## config.mk

```make
export PLATFORM = sky130hd
export DESIGN_NAME = muldiv_sequencer
export DESIGN_NICKNAME = d
export VERILOG_FILES = /design/src/rtl/muldiv_sequencer.sv
export SDC_FILE = /design/constraint.sdc
export NUM_CORES = 1
export LEC_CHECK = 0
export ABC_AREA = 1
export CAP_MARGIN = 20
export CORE_UTILIZATION = 30
export DETAILED_ROUTE_END_ITERATION = 7
export PLACE_DENSITY_LB_ADDON = 0.05
export SLEW_MARGIN = 5
export SYNTH_ARGS = -nofsm -noshare
export SYNTH_HDL_FRONTEND = slang
export SYNTH_SLANG_ARGS = --single-unit
```

## constraint.sdc

```tcl
create_clock -name clk -period 6.9 [get_ports clk]
set_clock_uncertainty 0.2 [all_clocks]
set_input_delay 1.38 -clock clk [delete_from_list [all_inputs] [get_ports clk]]
set_output_delay 1.38 -clock clk [all_outputs]
set_load 0.01 [all_outputs]
```

## src/rtl/muldiv_sequencer.sv

```systemverilog
// Multi-cycle unsigned MUL/DIV engine: radix-2 shift-add multiply and restoring divide,
// one bit per cycle, stalling the core while busy and pulsing done with the result.
module muldiv_sequencer #(
   parameter int WIDTH = 32
) (
   input  logic             clk,
   input  logic             rst_n,
   input  logic             start,
   input  logic [2:0]       alu_sel,
   input  logic [WIDTH-1:0] op_a,
   input  logic [WIDTH-1:0] op_b,
   input  logic             flush,
   output logic             stall,
   output logic             busy,
   output logic             done,
   output logic [WIDTH-1:0] result,
   output logic             div_by_zero
);
   localparam int CNT_W = $clog2(WIDTH + 1);
   localparam logic [2:0] SEL_MUL = 3'b010;
   localparam logic [2:0] SEL_DIV = 3'b011;
   localparam logic [CNT_W-1:0] LAST_CNT = CNT_W'(WIDTH);

   typedef enum logic [1:0] {
      IDLE = 2'd0,
      BUSY = 2'd1,
      DONE = 2'd2
   } state_t;

   // fixed_q holds the multiplicand or divisor; shift_q the multiplier or growing quotient
   state_t             state_q, state_d;
   logic [CNT_W-1:0]   cnt_q, cnt_d;
   logic               is_div_q, is_div_d;
   logic               dbz_pend_q, dbz_pend_d;
   logic [WIDTH-1:0]   fixed_q, fixed_d;
   logic [WIDTH-1:0]   shift_q, shift_d;
   logic [2*WIDTH-1:0] acc_q, acc_d;
   logic [WIDTH:0]     rem_q, rem_d;
   logic [WIDTH-1:0]   result_q, result_d;
   logic               dbz_q, dbz_d;

   logic             accept;
   logic [WIDTH:0]   mul_sum;
   logic [WIDTH:0]   rem_shift;
   logic [WIDTH-1:0] final_val;

   assign accept = start && (state_q == IDLE) && !flush &&
                   ((alu_sel == SEL_MUL) || (alu_sel == SEL_DIV));

   assign mul_sum   = {1'b0, acc_q[2*WIDTH-1:WIDTH]} +
                      (shift_q[0] ? {1'b0, fixed_q} : {(WIDTH+1){1'b0}});
   assign rem_shift = (rem_q << 1) | {{WIDTH{1'b0}}, shift_q[WIDTH-1]};
   assign final_val = is_div_q ? shift_q : acc_q[WIDTH-1:0];

   // Result is shown live during an unflushed DONE cycle, otherwise the last delivered value
   assign busy        = (state_q == BUSY);
   assign stall       = accept || busy;
   assign done        = (state_q == DONE) && !flush;
   assign result      = done ? final_val : result_q;
   assign div_by_zero = done ? dbz_pend_q : dbz_q;

   always_ff @(posedge clk) begin
      if (!rst_n) begin
         state_q    <= IDLE;
         cnt_q      <= '0;
         is_div_q   <= 1'b0;
         dbz_pend_q <= 1'b0;
         fixed_q    <= '0;
         shift_q    <= '0;
         acc_q      <= '0;
         rem_q      <= '0;
         result_q   <= '0;
         dbz_q      <= 1'b0;
      end else begin
         state_q    <= state_d;
         cnt_q      <= cnt_d;
         is_div_q   <= is_div_d;
         dbz_pend_q <= dbz_pend_d;
         fixed_q    <= fixed_d;
         shift_q    <= shift_d;
         acc_q      <= acc_d;
         rem_q      <= rem_d;
         result_q   <= result_d;
         dbz_q      <= dbz_d;
      end
   end

   always_comb begin
      state_d    = state_q;
      cnt_d      = cnt_q;
      is_div_d   = is_div_q;
      dbz_pend_d = dbz_pend_q;
      fixed_d    = fixed_q;
      shift_d    = shift_q;
      acc_d      = acc_q;
      rem_d      = rem_q;
      result_d   = result;
      dbz_d      = div_by_zero;

      unique case (state_q)
         IDLE: begin
            if (accept) begin
               cnt_d    = '0;
               acc_d    = '0;
               rem_d    = '0;
               is_div_d = (alu_sel == SEL_DIV);
               if (alu_sel == SEL_DIV) begin
                  fixed_d = op_b;
                  if (op_b == '0) begin
                     shift_d    = '1;
                     dbz_pend_d = 1'b1;
                     state_d    = DONE;
                  end else begin
                     shift_d    = op_a;
                     dbz_pend_d = 1'b0;
                     state_d    = BUSY;
                  end
               end else begin
                  fixed_d    = op_a;
                  shift_d    = op_b;
                  dbz_pend_d = 1'b0;
                  state_d    = BUSY;
               end
            end
         end
         BUSY: begin
            if (flush) begin
               state_d = IDLE;
            end else begin
               cnt_d = cnt_q + 1'b1;
               if (is_div_q) begin
                  if (rem_shift >= {1'b0, fixed_q}) begin
                     rem_d   = rem_shift - {1'b0, fixed_q};
                     shift_d = {shift_q[WIDTH-2:0], 1'b1};
                  end else begin
                     rem_d   = rem_shift;
                     shift_d = {shift_q[WIDTH-2:0], 1'b0};
                  end
               end else begin
                  acc_d   = {mul_sum, acc_q[WIDTH-1:1]};
                  shift_d = shift_q >> 1;
               end
               if (cnt_d == LAST_CNT) begin
                  state_d = DONE;
               end
            end
         end
         DONE: begin
            state_d = IDLE;
         end
         default: begin
            state_d = IDLE;
         end
      endcase
   end

endmodule
```

Word-level counts from Yosys, hierarchy flattened --
Cells that the tools add are included. Widths: inputs -> output; s select.
Storage, ports and cells: register bits 203, logic and storage cells 72, output and inout bits 36, bits of input ports 71
Cells by class: add/sub/neg operators 3, bitwise gates (word level) 1, equal/unequal tests 10, magnitude comparators 1, multiplexer cells 32, reductions and logical operators 15
Operators with widths (count):
- $mux 32 | 13
- $mux 64 | 3
- $pmux 32 s2 | 2
- $pmux 64 s2 | 1
- $add 32x32->33 | 1
- $ge 33x32->1 | 1
- $or 33x1->33 | 1
- $logic_not 32->1 | 1
- $sub 32x32->32 | 1
- $mux 6 | 2
- $pmux 6 s2 | 1
- $mux 2 | 5
- $reduce_and 4->1 | 2
- $add 6x1->6 const B | 1
- $eq 3x2->1 const B | 2
- $eq 6x6->1 const B | 1
- $ne 2x2->1 const B | 3
- $logic_and 1x1->1 | 4
- $mux 1 | 4
- $pmux 2 s2 | 1
- $reduce_and 2->1 | 2
- $ne 3x2->1 const B | 1
- $reduce_and 3->1 | 1
- $eq 2x1->1 const B | 1
- 6 further kinds | 7

Depth between registers and ports, before layout --
Gate-level depths: netlist of the first run.
word-level depth 6, depth in mapped cells 18

Worst setup path before layout of the first run --
OpenSTA, ideal clock, no wires.
path type input port to output port, start point input flush, end point output result[24], data required time 5.320 ns, arrival time 2.323 ns, setup slack 2.997 ns, path buffers 1, stages on the path 4, path through nor3_2 > clkbuf_1 > nand2_1 > nand2_1
Between the ends: cells in the longest elaborated chain, start to end 3
RTL lines:
- from (decl) | RTL line 12 | input logic flush,
- $logic_not 1->1 | RTL line 58 | assign done = (state_q == DONE) && !flush;
- $logic_and 1x1->1 | RTL line 58
- named net done | RTL line 15 | output logic done,
- $mux 32 | RTL line 59 | assign result = done ? final_val : result_q;
- to (decl) | RTL line 16 | output logic [WIDTH-1:0] result,
The timed path passes the listed nets, and every way through them passes these cells.

Worst setup path after layout of the first run --
start point input flush, end point output result[10]
Between the ends: cells in the longest elaborated chain, start to end 3
RTL lines (RTL line):
- $logic_not 1->1 | 58
- $logic_and 1x1->1 | 58
- $mux 32 | 59
No other way between the ends.

==> results of run 1 <==
-- cell usage in the layout, fill, tap and decap left out, drive strengths merged, types with 2 or more instances in the layout --
cell type / n
fa: 2
bufinv: 5
clkdlybuf4s50: 106
clkbuf: 37
xnor2: 15
and2: 5
nor4: 3
o21ai: 147
nand4: 15
o22ai: 9
a211oi: 4
xor2: 6
nand3b: 46
inv: 276
clkinvlp: 3
o21a: 7
o21bai: 3
nor2: 127
nand2: 879
buf: 14
a21oi: 305
a21boi: 3
ha: 65
a21o: 4
or2: 12
a31oi: 3
nand3: 124
nor3: 18
dfxtp: 203
clkinv: 8
-- worst max-delay path: cells and delay by family --
family	cells	cell delay (ps)
buf+inv	4	2260
simple gates	3	360
-- cells by family (layout without fill, tap and decap cells) --
| kind of cell | after synthesis | count (layout) | synth area share (%) |
|---|---|---|---|
| buf+inv | 386 | 449 | 10.69 |
| compound gates | 487 | 487 | 17.64 |
| fa+ha+maj | 67 | 67 | 5.985 |
| simple gates | 1229 | 1229 | 35.89 |
| flops | 203 | 203 | 28.50 |
| xor+xnor | 21 | 21 | 1.290 |
-- per-layer routing --
metal / GRT usage, % / up-vias
li1: - / 7748
met1: 29.61 / 6924
met2: 36.07 / 306
met3: 2.526 / 69
met4: 7.126 / 0
met5: 0 / -
-- stage by stage --
stage	hold WS [ps]	worst slack, ps
finish	263.7	1300
floorplan	240.2	2997
global route	285.1	1019
detailed placement	257.1	1183
CTS	264.8	1175
global placement	252.2	1240
-- power by group through the flow --
stage / Clock, mW / Sequential [mW] / Combinational [mW]
global placement: 0 / 1.23 / 0.530
finish: 1.61 / 1.20 / 0.528
global route: 1.71 / 1.20 / 0.595
detailed placement: 0 / 1.23 / 0.530
floorplan: 0 / 1.22 / 0.358
CTS: 1.66 / 1.20 / 0.532
-- worst max path at each step --
stage	from	end	slack, ps
after floorplan	flush	result[24]	3000
after global placement	flush	result[2]	1240
after detailed placement	flush	result[30]	1180
after CTS	flush	result[2]	1180
after global routing	flush	result[9]	1020
final	flush	result[10]	1300
-- registers in the layout, indices dropped and copies added (netlist names) --
register / flops
acc_q: 64
cnt_q: 6
dbz_pend_q: 1
dbz_q: 1
fixed_q: 32
is_div_q: 1
rem_q: 32
result_q: 32
shift_q: 32
state_q: 2
-- layout make-up --
type	count	area (um^2)	share of cell area (%)
Clock inverter	15	236.5	1.407
Clock buffer	37	804.5	4.788
Multi-Input combinational cell	1804	8708	51.82
Tap cell	607	759.5	4.520
Sequential cell	203	4064	24.18
Inverter	277	1045	6.217
Timing Repair Buffer	120	1186	7.059
==> flow_summary.json, run 1 <==
{
  "status": "finished, violations left",
  "failed_checks": "design-rule violations",
  "min_path_type": "reg -> reg",
  "cts-root-buf": "clkbuf_16",
  "synthCells": 2393,
  "synthDistinctLibCells": 43,
  "cts_buffers": 28,
  "r2r-end": "acc_q[61]",
  "dpl_cell_area_um2": 15760,
  "p_leak_nw": 7.601,
  "top_layer_used": "met4",
  "cp_max_fo": 37,
  "syn_avg_cell_area_um2": 5.958,
  "utilization_pct": 35.94,
  "via_per_inst": 4.913,
  "wl_per_cell_um": 17.38,
  "synth_nets": 2531,
  "yosysWarnings": 0,
  "layout_min_cycle_time_ps": 5600,
  "n_antenna_cell": 0,
  "core_area_um2": 46750,
  "clkSinkCount": 203,
  "p_per_area_nw_per_um2": 199.0,
  "p_clk_share_pct": 48.3,
  "end_kind": "primary output",
  "arrival_ps": 4020,
  "grt.overflow.total": 0,
  "drt_first_pass_iters": 7,
  "r2r_slack_ps": 2910,
  "crit_slowest_cell": "inv_1",
  "worst_path_largest_cell_delay_ps": 770,
  "clock_path_buffers": 3,
  "synth-seq-cells": 203,
  "grt_pass1_wl_um": 81650,
  "clk_latency_ps": 590,
  "hold_viol": 0,
  "syn-cell-area_um2": 14260,
  "cts_resized": 0,
  "r2r-start": "state_q[0]",
  "min_period_over_period_pct": 81.15,
  "drc_errors": 2,
  "setup_viol": 0,
  "synth_edf_count": 0,
  "row_count": 79,
  "grt_max_degree": 105,
  "met1Wirelength_um": 25360,
  "post_cts_buffers": 0,
  "initial_core_util_pct": 30.49,
  "numPortBuffers": 106,
  "wirelength_um": 53220,
  "route.met2.wl_um": 24160,
  "seq_area_frac_synth_pct": 28.50,
  "cts_tree": "done",
  "synth_top_area_share_pct": 28.50,
  "met3WireLength_um": 1970,
  "io_pins": 107,
  "first_iter_violations": 945,
  "vias": 15050,
  "cts_htree_levels": 1,
  "synthTopCellsByArea": "dfxtp_1 29%, nand2_1 23%, a21oi_1 11%",
  "ys.flop_type": "dfxtp_1",
  "final_area_um2": 16800,
  "syn2layout_area_growth_pct": 17.86,
  "setup.worst_path.start_class": "input pin",
  "r2r_cells": 9,
  "cp_data_required_time_ps": 5320,
  "die_area_um2": 48400,
  "crit_type": "in -> out",
  "max-vdd-ir-drop_v": 0.0001957,
  "switchingPower_mw": 0.9794,
  "combPwrFrac_pct": 15.8,
  "postRouteAntennaNets": 0,
  "drive_gt1_share_pct": 4.357,
  "place_hpwl_um": 40040,
  "tightest_slew_ps": 1005,
  "min_from": "acc_q[0]",
  "finalNonFillerCells": 3063,
  "synth.most_common_cell": "nand2_1",
  "drv_cap": 0,
  "path_clk_slew_ps": 60,
  "final_nets": 2572,
  "fmaxAchievable_ghz": 0.1786,
  "fillers": 5288,
  "yosysTopAreaCell": "dfxtp_1",
  "min_to": "acc_q[0]",
  "finalSetupTns_ps": 0,
  "track_usage_pct": 21.92,
  "rsz0062_at_grt": "no",
  "internal_power_mw": 2.364,
  "die_h_um": 220,
  "async_flop_share_pct": 0,
  "min_path_cells": 2,
  "total_power_mw": 3.343,
  "place_congestion": 0.8995,
  "yosys-top-cells-count": "874 x nand2_1, 304 x a21oi_1, 263 x inv_1, 203 x dfxtp_1, 137 x o21ai_0",
  "dp.cells": 3011,
  "first_global_vias": 14220,
  "path_cells": "clkdlybuf4s50_1, nor3_4, buf_4, inv_1, nand2_1, nand2_1, clkdlybuf4s50_1",
  "drv_slew": 0,
  "antenna_found_initial": 0,
  "swShare_pct": 29.29,
  "max_slew_margin_pct": 32.95,
  "seqPwrFrac_pct": 35.9,
  "ctsHoldBuffers": 0,
  "die_width_um": 220
}
Note: power is estimated with default switching activity, not from simulation.
==> inputs of run 2 (changes only) <==
- clock period: 6.9 -> 5 ns (I/O delays scaled with it)
==> flow_summary.json, run 2 (synthesis results as in run 1) <==
{
  "core_area_um2": 46750,
  "end_kind": "primary output",
  "die_h_um": 220,
  "grt.overflow.total": 0,
  "min_path_type": "reg -> reg",
  "grt_pass1_wl_um": 82190,
  "top_register": "acc_q",
  "track_usage_pct": 22.04,
  "largest_reg_flops": 64,
  "met1Wirelength_um": 25530,
  "drv_cap": 0,
  "post_cts_buffers": 0,
  "final_nets": 2579,
  "via_per_inst": 4.880,
  "cts_tree": "done",
  "row_count": 79,
  "rsz0062_at_grt": "no",
  "holdWs_ps": 268.1,
  "total_power_mw": 4.442,
  "fmaxAchievable_ghz": 0.2378,
  "layout_commonest_cell": "nand2_1",
  "clk_latency_ps": 580,
  "first_iter_violations": 1015,
  "dp.cells": 3019,
  "clock_path_buffers": 3,
  "drive_gt1_share_pct": 4.387,
  "mostFrequentLayoutCells": "874 x nand2_1, 304 x a21oi_1, 263 x inv_1",
  "max-vdd-ir-drop_v": 0.0002530,
  "status": "finished, violations left",
  "drc_errors": 2,
  "failed_checks": "design-rule violations",
  "first_global_vias": 14140,
  "layout_min_cycle_time_ps": 4206,
  "tightest_slew_ps": 941.8,
  "ctsHoldBuffers": 0,
  "finalNonFillerCells": 3069,
  "drt_first_pass_iters": 7,
  "cts_buffers": 27,
  "max_slew_margin_pct": 37.07,
  "cts_resized": 0,
  "arrival_ps": 3010,
  "hold_viol": 0,
  "postRouteAntennaNets": 0,
  "min_period_over_period_pct": 84.11,
  "cts_htree_levels": 1,
  "drv_slew": 0,
  "wirelength_um": 53440,
  "setup_viol": 0,
  "p_leak_nw": 7.592,
  "syn2layout_area_growth_pct": 17.52,
  "path_clk_slew_ps": 60,
  "vias": 14980,
  "die_area_um2": 48400,
  "n_antenna_cell": 0,
  "cp_max_fo": 32,
  "die_width_um": 220,
  "place_congestion": 0.9025,
  "cts-root-buf": "clkbuf_16",
  "antenna_found_initial": 0,
  "clkSinkCount": 203,
  "crit_type": "in -> out",
  "wl_per_cell_um": 17.41,
  "numPortBuffers": 106,
  "place_hpwl_um": 40910,
  "p_per_area_nw_per_um2": 265.1,
  "route.met2.wl_um": 24530,
  "io_pins": 107,
  "r2r_slack_ps": 1470,
  "met3WireLength_um": 2378,
  "top_layer_used": "met4",
  "grt_max_degree": 94,
  "cp_data_required_time_ps": 3800,
  "finalSetupTns_ps": 0,
  "initial_core_util_pct": 30.49,
  "setup.worst_path.start_class": "input pin"
}
==> run 2: power breakdown <==
| part | switching (mW) | leakage (nW) | internal (mW) |
|---|---|---|---|
| Sequential | 0.0228 | 1.64 | 1.64 |
| Clock | 0.810 | 0.456 | 1.24 |
| Combinational | 0.495 | 5.50 | 0.239 |
| Total | 1.33 | 7.59 | 3.11 |
==> run 2: layer usage <==
layer,track usage (%),up-vias
met4,4.506,0
met5,0,-
met2,36.79,309
li1,-,7781
met3,2.567,42
met1,30.30,6845
==> run 2: path summary, 6_finish.rpt <==
path | start | end | cells after the start
max | flush | result[9] | 7
min reg2reg | result_q[23] | result_q[23] | 2
min | result_q[23] | result_q[23] | 2
max reg2reg | fixed_q[14] | rem_q[23] | 14
==> run 2: per-stage QoR <==
| stage | area, um^2 | setup WS [ps] | utilization, % |
|---|---|---|---|
| 2_1_floorplan | 14260 | 1857 | - |
| 3_3_place_gp | 15830 | 797.2 | 33.85 |
| 3_5_place_dp | 15830 | 774.4 | 33.85 |
| 4_1_cts | 16750 | 741.1 | 35.84 |
| 5_1_grt | 16750 | 508.0 | 35.84 |
| 6_report | 16750 | 794.3 | 35.84 |
==> run 2: layout make-up <==
class / instances / area [um^2]
repair buffers: 128 / 1251
flip-flops and latches: 203 / 4064
well taps: 607 / 759.5
fillers: 5273 / 30000
clock inverters: 10 / 142.6
multi-input cells: 1804 / 8708
inverters: 277 / 1045
clock buffers: 40 / 784.5
==> run 2: worst max-delay path: stages <==
cell             delay (ps)
clkdlybuf4s50_1         540
nor3_4                  450
inv_1                    70
buf_4                   250
nand2_1                 130
nand2_1                  60
clkdlybuf4s50_1         480
==> inputs of run 3 (changes only) <==
- clock period: 5 -> 3.8 ns (I/O delays scaled with it)
==> flow_summary.json, run 3 (synthesis results as in run 1) <==
{
  "cts_htree_levels": 1,
  "place_hpwl_um": 41810,
  "hold_viol": 0,
  "combPwrFrac_pct": 17.7,
  "fillers": 5295,
  "fmaxAchievable_ghz": 0.2869,
  "status": "finished, violations left",
  "syn2layout_area_growth_pct": 18.82,
  "clkSinkCount": 203,
  "p_leak_nw": 7.696,
  "crit_type": "in -> out",
  "path_clk_slew_ps": 60,
  "r2r-start": "fixed_q[0]",
  "die_h_um": 220,
  "internal_power_mw": 3.978,
  "final_area_um2": 16940,
  "wl_per_cell_um": 17.61,
  "first_global_vias": 14490,
  "layout_min_cycle_time_ps": 3486,
  "vias": 15140,
  "row_count": 79,
  "rsz0062_at_grt": "no",
  "drt_first_pass_iters": 7,
  "cp_data_required_time_ps": 2840,
  "drv_slew": 0,
  "numPortBuffers": 106,
  "io_pins": 107,
  "postRouteAntennaNets": 0,
  "post_cts_buffers": 0,
  "drv_cap": 0,
  "min_path_type": "reg -> reg",
  "grt_pass1_wl_um": 83470,
  "min_path_cells": 2,
  "layout_commonest_cell": "nand2_1",
  "max-vdd-ir-drop_v": 0.0002862,
  "failed_checks": "design-rule violations",
  "cts_tree": "done",
  "swShare_pct": 30.32,
  "r2r_slack_ps": 750,
  "min_period_over_period_pct": 91.74,
  "holdWs_ps": 264.7,
  "cts-root-buf": "clkbuf_16",
  "dpl_cell_area_um2": 16080,
  "switchingPower_mw": 1.731,
  "setup_viol": 0,
  "total_power_mw": 5.709,
  "top_register": "acc_q",
  "antenna_found_initial": 1,
  "cp_max_fo": 32,
  "finalSetupTns_ps": 0,
  "largest_reg_flops": 64,
  "via_per_inst": 4.905,
  "cts_resized": 0,
  "seqPwrFrac_pct": 38.1,
  "min_from": "acc_q[0]",
  "arrival_ps": 2530,
  "setup.worst_path.start_class": "input pin",
  "clk_latency_ps": 570,
  "clock_path_buffers": 3,
  "wirelength_um": 54360,
  "drive_gt1_share_pct": 5.121,
  "p_per_area_nw_per_um2": 337.0,
  "place_congestion": 0.8899,
  "end_kind": "primary output",
  "grt.overflow.total": 0,
  "mostFrequentLayoutCells": "874 x nand2_1, 304 x a21oi_1, 263 x inv_1",
  "die_area_um2": 48400,
  "n_antenna_cell": 0,
  "initial_core_util_pct": 30.49,
  "track_usage_pct": 22.46,
  "die_width_um": 220,
  "core_area_um2": 46750,
  "first_iter_violations": 925,
  "r2r-end": "acc_q[53]",
  "min_to": "acc_q[0]",
  "cts_buffers": 27,
  "grt_max_degree": 69,
  "max_slew_margin_pct": 48.18,
  "final_nets": 2599,
  "ctsHoldBuffers": 0,
  "p_clk_share_pct": 44.2,
  "tightest_slew_ps": 769.2,
  "drc_errors": 2,
  "r2r_cells": 15
}
==> run 3: cell count changes in the layout (fill, tap and decap cells not counted), sizes merged <==
cell / before / now
clkbuf: 40 / 39
clkinvlp: 1 / 2
buf: 22 / 42
bufinv: 3 / 1
==> run 3: per-stage QoR <==
step | utilization, % | worst slack, ps | cells
floorplan | - | 1089 | 2393
global placement | 34.39 | 311.3 | 3039
detailed placement | 34.39 | 269.6 | 3039
CTS | 36.24 | 260.8 | 3087
global route | 36.24 | 181.5 | 3087
finish | 36.24 | 314.0 | 3087
==> run 3: worst max path at each step <==
stage | startpoint | end | slack [ps] | depth (start not counted)
2_1_floorplan | shift_q[0] | acc_q[53] | 1090 | 17
3_3_place_gp | flush | result[23] | 310 | 7
3_5_place_dp | flush | result[9] | 270 | 7
4_1_cts | flush | result[9] | 260 | 7
5_1_grt | flush | result[7] | 180 | 7
6_report | flush | result[9] | 310 | 7
==> run 3: power by group through the flow <==
stage	Sequential, mW	Combinational, mW	Clock, mW
2_1_floorplan	2.21	0.649	0
3_3_place_gp	2.22	1.01	0
3_5_place_dp	2.22	1.01	0
4_1_cts	2.17	1.02	2.61
5_1_grt	2.18	1.13	2.69
6_report	2.18	1.01	2.52
==> run 3: layout make-up <==
| cell class | count | area (um^2) | area share, % |
|---|---|---|---|
| repair buffers | 148 | 1501 | 8.863 |
| well taps | 607 | 759.5 | 4.483 |
| multi-input cells | 1804 | 8708 | 51.40 |
| inverters | 277 | 1045 | 6.167 |
| clock buffers | 39 | 780.7 | 4.609 |
| clock inverters | 9 | 82.58 | 0.4874 |
| flip-flops and latches | 203 | 4064 | 23.99 |
==> run 3: worst max-delay path, cell delays in order <==
cell             delay, ps
clkdlybuf4s50_1        530
nor3_4                  70
inv_1                   60
buf_4                  310
nand2_1                150
nand2_1                100
clkdlybuf4s50_1        530
==> run 3: routing by layer <==
layer	GRT usage, %	vias up	routed length (um)
li1	-	7804	-
met2	36.94	329	24660
met4	6.943	2	1509
met3	3.064	62	2784
met1	30.20	6946	25400
met5	0	-	13
